**config.mk**
```make
export PLATFORM = sky130hd
export DESIGN_NAME = rf_wb_scheduler
export DESIGN_NICKNAME = d
export VERILOG_FILES = /design/src/rtl/rf_wb_scheduler.sv
export SDC_FILE = /design/constraint.sdc
export NUM_CORES = 1
export LEC_CHECK = 0
export ABC_AREA = 0
export BUFFER_PORTS_ARGS = -buffer_cell sky130_fd_sc_hd__buf_2
export CAP_MARGIN = 40
export CORE_AREA = 2 2 105 67
export CTS_BUF_LIST = sky130_fd_sc_hd__clkbuf_2 sky130_fd_sc_hd__clkbuf_4 sky130_fd_sc_hd__clkbuf_8
export CTS_CLUSTER_SIZE = 10
export DETAILED_ROUTE_END_ITERATION = 8
export DIE_AREA = 0 0 107 69
export GPL_TIMING_DRIVEN = 0
export PLACE_DENSITY = 0.73
export SYNTH_ARGS = -nofsm -noshare
export SYNTH_HDL_FRONTEND = slang
export SYNTH_SLANG_ARGS = --single-unit
```
**constraint.sdc**
```tcl
create_clock -name clk -period 3.45 [get_ports clk]
set_input_delay 0.345 -clock clk [delete_from_list [all_inputs] [get_ports clk]]
set_output_delay 0.345 -clock clk [all_outputs]
set_load 0.005 [all_outputs]
```
**src/rtl/rf_wb_scheduler.sv**
```systemverilog
// rtl/rf_wb_scheduler.sv - register-file writeback scheduler: x1..x31 init sweep, then two-requester arbitration
module rf_wb_scheduler #(
  parameter logic [31:0] INIT_VALUE   = 32'h0000_0000,
  parameter int          STARVE_LIMIT = 4
) (
  input  logic        clk,
  input  logic        rst_n,
  input  logic        req0_valid,
  input  logic [4:0]  req0_rd,
  input  logic [31:0] req0_wd,
  output logic        req0_ready,
  input  logic        req1_valid,
  input  logic [4:0]  req1_rd,
  input  logic [31:0] req1_wd,
  output logic        req1_ready,
  output logic        rf_we,
  output logic [4:0]  rf_rd,
  output logic [31:0] rf_wd,
  output logic        init_done
);

  localparam logic [3:0] LIMIT = 4'(STARVE_LIMIT);

  typedef enum logic {INIT, RUN} state_t;

  state_t     state;
  logic [3:0] starve_cnt;
  logic       acc0;
  logic       acc1;

  // Each ready looks only at the opposing valid, so a requester never waits on itself.
  assign req0_ready = (state == RUN) && (!req1_valid || (starve_cnt < LIMIT));
  assign req1_ready = (state == RUN) && (!req0_valid || (starve_cnt == LIMIT));
  assign acc0       = req0_valid && req0_ready;
  assign acc1       = req1_valid && req1_ready;

  always_ff @(posedge clk or negedge rst_n) begin
    if (!rst_n) begin
      state      <= INIT;
      starve_cnt <= 4'd0;
      rf_we      <= 1'b0;
      rf_rd      <= 5'd0;
      rf_wd      <= 32'd0;
      init_done  <= 1'b0;
    end else begin
      case (state)
        INIT: begin
          // rf_rd doubles as the sweep index; it is 0 only before the first sweep edge.
          if (rf_we && (rf_rd == 5'd31)) begin
            rf_we     <= 1'b0;
            init_done <= 1'b1;
            state     <= RUN;
          end else begin
            rf_we <= 1'b1;
            rf_rd <= rf_rd + 5'd1;
            rf_wd <= INIT_VALUE;
          end
        end
        RUN: begin
          if (acc1) begin
            rf_we <= (req1_rd != 5'd0);
            rf_rd <= req1_rd;
            rf_wd <= req1_wd;
          end else if (acc0) begin
            rf_we <= (req0_rd != 5'd0);
            rf_rd <= req0_rd;
            rf_wd <= req0_wd;
          end else begin
            rf_we <= 1'b0;
          end

          if (!req1_valid || acc1) begin
            starve_cnt <= 4'd0;
          end else if (acc0 && (starve_cnt < LIMIT)) begin
            starve_cnt <= starve_cnt + 4'd1;
          end
        end
        default: state <= INIT;
      endcase
    end
  end

endmodule

```
==> results of run 1 <==
[cells in the mapped netlist]
library cell	number	area, sq um
nand2_1	7	26.3
mux2_2	2	22.5
buf_2	4	20.0
a222oi_1	1	10.0
o21ai_0	5	25.0
nor2_1	5	18.8
or4_1	1	7.51
nand2b_1	2	12.5
a21boi_2	1	11.3
mux2i_1	33	330
a21oi_1	3	15.0
a221o_1	2	20.0
and2b_2	1	8.76
o21a_2	1	8.76
a22o_1	1	8.76
o21a_1	1	7.51
a32o_1	2	20.0
inv_1	4	15.0
nand3_1	1	5.00
buf_6	2	22.5
nand2_2	1	6.26
a311oi_1	1	8.76
buf_12	3	60.1
nand3b_2	1	11.3
o21ba_4	1	16.3
dfrtp_1	44	1100
o21ai_1	1	5.00
ha_1	4	50.1
or3_1	2	12.5
nor2b_1	1	6.26
nand3b_1	3	22.5
a21boi_0	1	7.51
buf_4	2	15.0
a21oi_4	1	16.3
nor4_1	3	18.8
o2bb2ai_1	4	35.0
o21bai_1	2	15.0
and3_1	3	18.8
inv_2	1	3.75
o2bb2ai_2	29	435
[per-layer routing]
layer,part of all wire [%],track usage (%)
met4,0.81,3.90
met3,7.9,4.35
met5,0,0
met1,49,22.5
met2,43,24.2
[final timing paths]
check                       endpoint  slack, ns  cells after the start
min in group clk            rf_wd[1]       0.34                      3
hold reg to reg            init_done       0.48                      1
hold / removal             rf_wd[28]     -0.005                      1
setup reg to reg            rf_rd[2]       1.32                      8
max in group asynchronous   rf_rd[2]       2.94                      2
setup / recovery            rf_rd[2]       1.32                      8
[stage by stage]
step / cell area [sq um] / util [%] / hold WS (ns) / setup WS (ns) / total power [W]
final: 3310 / 51.6 / -0.00496 / 1.32 / 0.00241
after global routing: 3310 / 51.6 / 0.0191 / 1.21 / 0.00258
after CTS: 3310 / 51.6 / 0.00703 / 1.33 / 0.00244
after detailed placement: 3200 / 49.9 / 0.332 / 1.35 / 0.00203
after global placement: 3180 / 49.6 / 0.462 / 1.39 / 0.00201
after floorplan: 2480 / - / 0.0494 / 1.50 / 0.00158
[state kept, by name (all words and copies together) (netlist names)]
| register | count |
|---|---|
| rf_wd | 32 |
| rf_rd | 5 |
| starve_cnt | 4 |
| init_done | 1 |
| rf_we | 1 |
| state | 1 |
[layout make-up]
cell class                 count  area, sq um
timing repair buffer         119          611
sequential                    44         1100
tap                           87          109
buffer                        11          118
inverter                       5         18.8
clock inverter                 2         35.0
multi-input combinational    127         1240
clock buffer                   6         76.3
fill                         573         3110
[placed cells by master, fill, tap and decap left out, types with 4 or more instances in the layout]
cell type / instances
o21ai_0: 5
buf_12: 4
o2bb2ai_1: 4
clkbuf_8: 5
buf_2: 122
o2bb2ai_2: 29
inv_1: 4
nand2_1: 7
dfrtp_1: 44
ha_1: 4
mux2i_1: 33
nor2_1: 5
[critical path, delay by kind of cell (launching register included)]
kind,cells,cell delay [ns]
AO/OA/AOI/OAI,3,0.71
AND/OR/NAND/NOR,1,0.19
flip-flops,1,0.43
buffers and inverters,2,0.25
adder cells (fa/ha/maj),2,0.43
[where the power goes]
part	internal, W	switching (W)
clock	0.000223	0.000179
combinational	0.000539	0.000528
sequential	0.000759	0.000186
[cell families (layout without fill, tap and decap cells)]
kind of cell	after synthesis	count (layout)
adders and majority gates	4	4
muxes	35	35
DFF	44	44
AOI/OAI and AO/OA	57	57
buffers and inverters	16	143
and+or+nand+nor	31	31
==> results by group, run 1 <==
Clock network
  – Clock transition at path regs: ~0.090 ns
  – Max Root-Sink Buffers: 2
  – PostCTS Resize Cnt: 0
  – Root buffer cell: clkbuf_8
  – CTS tree: yes
  – Num CTS Buffers: 5
  – Htree depth: 2
  – Hold-fix buffers, CTS: 0
  – Clock Latency Late Sink: approximately 0.3 ns
  – Post-CTS Setup Inserts: 0
  – CTS Sinks: 44

Yosys
  – Sequential share of the synthesized area: 44.4%
  – Adder-Cell Fraction of Synth Area: between 2 and 2.5%
  – Flops & latches, synth: 44
  – Post-Synth Simple-Gate Area: 7.06%
  – Avg Cell Area, Syn: 13.3 sq um
  – Compound-Gate Fraction of Synth Area: ~27%
  – Post-synthesis mux area share: between 10 and 15%
  – Syn Std Cell Area: roughly 2500 sq um
  – Synth unique cells: 40
  – Largest family of logic cells by synthesized area: compound AO/OA/AOI/OAI gates
  – Synth Instances: roughly 190
  – Yosys warning count: 0
  – Syn Nets: 269
  – Post-synthesis xor/xnor area fraction: 0%

Critical path
  – Crit. Startpoint: rf_rd[0]
  – CP Class: reg2reg
  – Worst reg2reg startpoint: rf_rd[0]
  – Most frequent CP cell: ha_1
  – Setup crit start kind: flop
  – CP max-delay cell: dfrtp_1
  – Worst setup EP type: flop
  – Arrival @ worst endpoint: roughly 2.3 ns
  – Req. time, crit path: around 3.6 ns
  – Max incr delay on CP: about 0.43 ns
  – Crit path cell chain: ha_1 > and3_1 > ha_1 > a21oi_1 > inv_1 > o21a_2 > buf_6 > a221o_1
  – Critical path fanouts, max: 10

Placed design
  – Detailed Place HPWL: 4530 um
  – I/O Buffers: roughly 120
  – Placed insts: slightly below 400
  – Routability cong.: about 0.8

Die
  – Initial core utilization: 38.7%
  – # rows: 23
  – Top Ports: 119
  – DIE AREA: between 7000 and 8000 sq um
  – Core box area: between 6000 and 7000 sq um
  – Die Height: 69 um
  – Die W: 107 um

Global routing
  – Pin count of the biggest net entering global routing: 26
  – Initial antenna violation count: 0
  – First-pass GRT wire length: approximately 9300 um
  – Vias in the first global route: about 1800
  – Gr ovfl total: 0
  – Tot GR Track Use: between 15 and 20%

Power and ir drop
  – Peak supply drop: roughly 0.3 mV
  – P_leak: around 1.6 nW
  – Pwr/cell area: 729 nW/um^2

Timing
  – Hold Fails Final Rpt: 6
  – Final setup fails: 0
  – Setup_tns: 0 ns
  – Min cycle time layout: 2.13 ns
  – Max Slew Vio Count: 0
  – Final period utilization: about 60%
  – Clk_skew: roughly 0.013 ns
  – Worst Tran Pin Value: between 0.5 and 0.6 ns
  – Max Freq: between 0.4 and 0.5 GHz
  – Max_slew headroom: about 63%
  – WHS: -0.00496 ns
  – RSZ-0062 raised after global routing: no

Routing
  – Avg Vias per Cell: approximately 5.0
  – WL final: 5900 um
  – Violation count after the first detailed-routing iteration: 62
  – Final ANT Viol Nets: 0
  – Routed WL per cell: between 10 and 15 um
  – Routed vias: ~2000
  – DRT Pass-1 Iters: 4
  – DR DRC count: 0

Layout
  – Layout cells sized above 1: between 50% and 60%
  – Area growth syn-to-layout: 33.5%
  – Post-Layout Cell Count: approximately 400
  – Nets: around 400
  – Final antenna diode count: 0

Min path
  – Tightest Hold Check Type: in2async

Run status
  – Failing checks: negative hold slack
  – Status: complete, but fails checks

Job
  – Total of max-cap violations: 0
No activity file was read; power rests on OpenSTA's default activity.
==> inputs of run 2 (changes only) <==
==> constraint.sdc (replaced) <==
create_clock -name clk -period 2.1 [get_ports clk]
set_input_delay 0.21 -clock clk [delete_from_list [all_inputs] [get_ports clk]]
set_output_delay 0.21 -clock clk [all_outputs]
set_load 0.005 [all_outputs]
==> run 2 against run 1 <==
  * The flow now finishes without violations
  * Worst hold slack better by 0.21 ns
  * First-iteration DRC count down 26%
  * Sequential power is 64% higher
  * Flip-flop and latch count is the same
  * Global-route usage grew 0.080 points
  * Setup slack worse by 1.2 ns
  * Count of clock-buffer cells in the layout unchanged
  * Critical endpoint unchanged
==> results by group, run 2 (synthesis results as in run 1) <==
Run status
  – Status: complete, no violations (was complete, but fails checks)

Layout
  – Final antenna diode count: 0 (unchanged)
  – Largest regs: rf_wd: 32 flops, rf_rd: 5 flops, starve_cnt: 4 flops (unchanged)
  – Largest register FFs: 32 (unchanged)
  – Area growth syn-to-layout: 35.0% (was 33.5%)
  – Nets: 399 (was 395)
  – Area of the multi-input gates: 1250 sq um (was 1240 sq um)
  – Most frequent cells in the layout: 122 x buf_2, 44 x dfrtp_1, 33 x mux2i_1 (unchanged)
  – FF+latch area: 1100 sq um (unchanged)
  – Finished Cell Area: 3350 sq um (was 3310 sq um)
  – Fillers: 571 (was 573)
  – Layout cells sized above 1: 57.5% (was 56.4%)
  – Biggest register: rf_wd (unchanged)
  – Commonest non-fill, non-tap cell in the layout: buf_2 (unchanged)

Clock network
  – Num CTS Buffers: 5 (unchanged)
  – CTS tree: yes (unchanged)
  – Root buffer cell: clkbuf_8 (unchanged)
  – Htree depth: 2 (unchanged)
  – Clock transition at path regs: 0.09 ns (about the same)
  – Max Root-Sink Buffers: 2 (unchanged)
  – Clock Latency Late Sink: 0.30 ns (about the same)
  – CTS Sinks: 44 (unchanged)

Power and ir drop
  – P_leak: 1.57 nW (was 1.56 nW)
  – Pwr/cell area: 1200 nW/um^2 (was 729 nW/um^2)
  – Peak supply drop: 0.486 mV (was 0.295 mV)

Global routing
  – Pin count of the biggest net entering global routing: 26 (unchanged)
  – Gr ovfl total: 0 (unchanged)
  – Initial antenna violation count: 0 (unchanged)
  – First-pass GRT wire length: 9320 um (was 9280 um)
  – Vias in the first global route: 1865 (was 1842)
  – Tot GR Track Use: 16.0% (was 15.9%)

Critical path
  – Setup crit start kind: flop (unchanged)
  – Worst setup EP type: flop (unchanged)
  – R2R Setup Slk: 0.08 ns (was 1.32 ns)
  – Worst r2r dst: rf_rd[2] (unchanged)
  – Arrival @ worst endpoint: 2.19 ns (was 2.31 ns)
  – CP Class: reg2reg (unchanged)
  – Req. time, crit path: 2.28 ns (was 3.63 ns)
  – Critical path fanouts, max: 10 (unchanged)
  – Worst R2R Path Depth: 8 (unchanged)
  – Worst reg2reg startpoint: rf_rd[1] (was rf_rd[0])

Placed design
  – Placed Area: 3200 sq um (unchanged)
  – Detailed Place HPWL: 4530 um (unchanged)
  – Routability cong.: 0.798 (unchanged)
  – I/O Buffers: 118 (unchanged)

Timing
  – WHS: 0.205 ns (was -0.00496 ns)
  – Min cycle time layout: 2.02 ns (was 2.13 ns)
  – Final period utilization: 96.0% (was 61.8%)
  – Final setup fails: 0 (unchanged)
  – Setup_tns: 0 ns (unchanged)
  – RSZ-0062 raised after global routing: no (unchanged)
  – Clk_skew: 0.0106 ns (was 0.0127 ns)
  – Hold Fails Final Rpt: 0 (was 6)
  – Max Slew Vio Count: 0 (unchanged)
  – Max_slew headroom: 65.4% (was 63.3%)
  – Worst Tran Pin Value: 0.514 ns (was 0.546 ns)
  – Max Freq: 0.496 GHz (was 0.469 GHz)

Routing
  – Routed WL per cell: 14.6 um (was 14.7 um)
  – Routed vias: 2024 (was 2006)
  – Final ANT Viol Nets: 0 (unchanged)
  – WL final: 5930 um (was 5900 um)
  – DRT Pass-1 Iters: 4 (unchanged)
  – Avg Vias per Cell: 5.00 (about the same)
  – DR DRC count: 0 (unchanged)
  – Violation count after the first detailed-routing iteration: 46 (was 62)

Min path
  – Worst hold path stage count: 3
  – Tightest Hold Check Type: in2reg (was in2async)
  – Hold path start: req0_wd[1]
  – WHS Endpoint: rf_wd[1]

Die
  – Die Height: 69 um (unchanged)
  – # rows: 23 (unchanged)
  – Initial core utilization: 38.7% (unchanged)
  – Core box area: 6420 sq um (unchanged)
  – Top Ports: 119 (unchanged)
  – Die W: 107 um (unchanged)
  – DIE AREA: 7380 sq um (unchanged)

Job
  – Total of max-cap violations: 0 (unchanged)
-- run 2: cell count changes in the layout (fill, tap and decap cells not counted) --
cell	previous run	this run
buf_4	2	5
a21oi_1	3	2
a21oi_2	0	1
dlygate4sd3_1	0	1
ha_1	4	3
ha_2	0	1
inv_1	4	3
inv_2	1	2
-- run 2: worst max path at each step --
stage / start / end / slack [ns] / depth (start not counted)
6_report: rf_rd[1] / rf_rd[2] / 0.08 / 8
5_1_grt: rf_rd[1] / rf_rd[3] / 0.008 / 8
4_1_cts: rf_rd[0] / rf_rd[2] / 0.05 / 8
3_5_place_dp: rf_rd[0] / rf_rd[0] / 0.003 / 8
3_3_place_gp: rf_rd[0] / rf_rd[0] / 0.04 / 8
2_1_floorplan: rf_rd[0] / rf_rd[0] / 0.15 / 8
-- run 2: through the flow --
step                cells  util [%]  setup slack (ns)  total power, W
floorplan             187         -             0.155         0.00260
global placement      392      49.6            0.0411         0.00330
detailed placement    393      49.9           0.00315         0.00334
CTS                   402      51.8            0.0496         0.00401
global route          405      52.2           0.00842         0.00430
finish                405      52.2            0.0836         0.00402
-- run 2: what timing repair did --
| item | CTS | global route |
|---|---|---|
| pin swaps | 0 | 2 |
| endpoints found under the hold margin | 19 | 0 |
| setup endpoints to repair | 15 | 23 |
| resized for setup | 1 | 2 |
| buffers inserted | 0 | 3 |
| hold buffers | 1 | 0 |
-- run 2: critical path, cell delays in order, from the launching register on --
cell and delay, ns:
dfrtp_1 0.43, ha_2 0.20, and3_1 0.18, ha_1 0.20, a21oi_2 0.21, inv_2 0.07, o21a_2 0.13, buf_6 0.14
a221o_1 0.34
-- run 2: area by class of cell --
type,count,area share [%]
multi-input combinational,127,37.3
sequential,44,32.9
timing repair buffer,123,19.2
buffer,11,3.51
tap,87,3.25
clock buffer,6,2.28
clock inverter,2,1.05
inverter,5,0.560
-- run 2: metal layers --
layer | vias to the layer above | global-route usage [%] | share of wire [%]
met5 | - | 0 | 0
met4 | 0 | 3.90 | 0.81
met3 | 7 | 4.35 | 8.7
met2 | 86 | 24.6 | 42
met1 | 948 | 22.4 | 48
li1 | 983 | - | -
-- run 2: where the power goes --
part / internal (W) / switching (W) / total, W / leakage [nW]
Sequential: 0.00125 / 0.000307 / 0.00155 / 0.543
Combinational: 0.000926 / 0.000887 / 0.00181 / 0.972
Clock: 0.000366 / 0.000289 / 0.000655 / 0.0586
Total: 0.00254 / 0.00148 / 0.00402 / 1.57
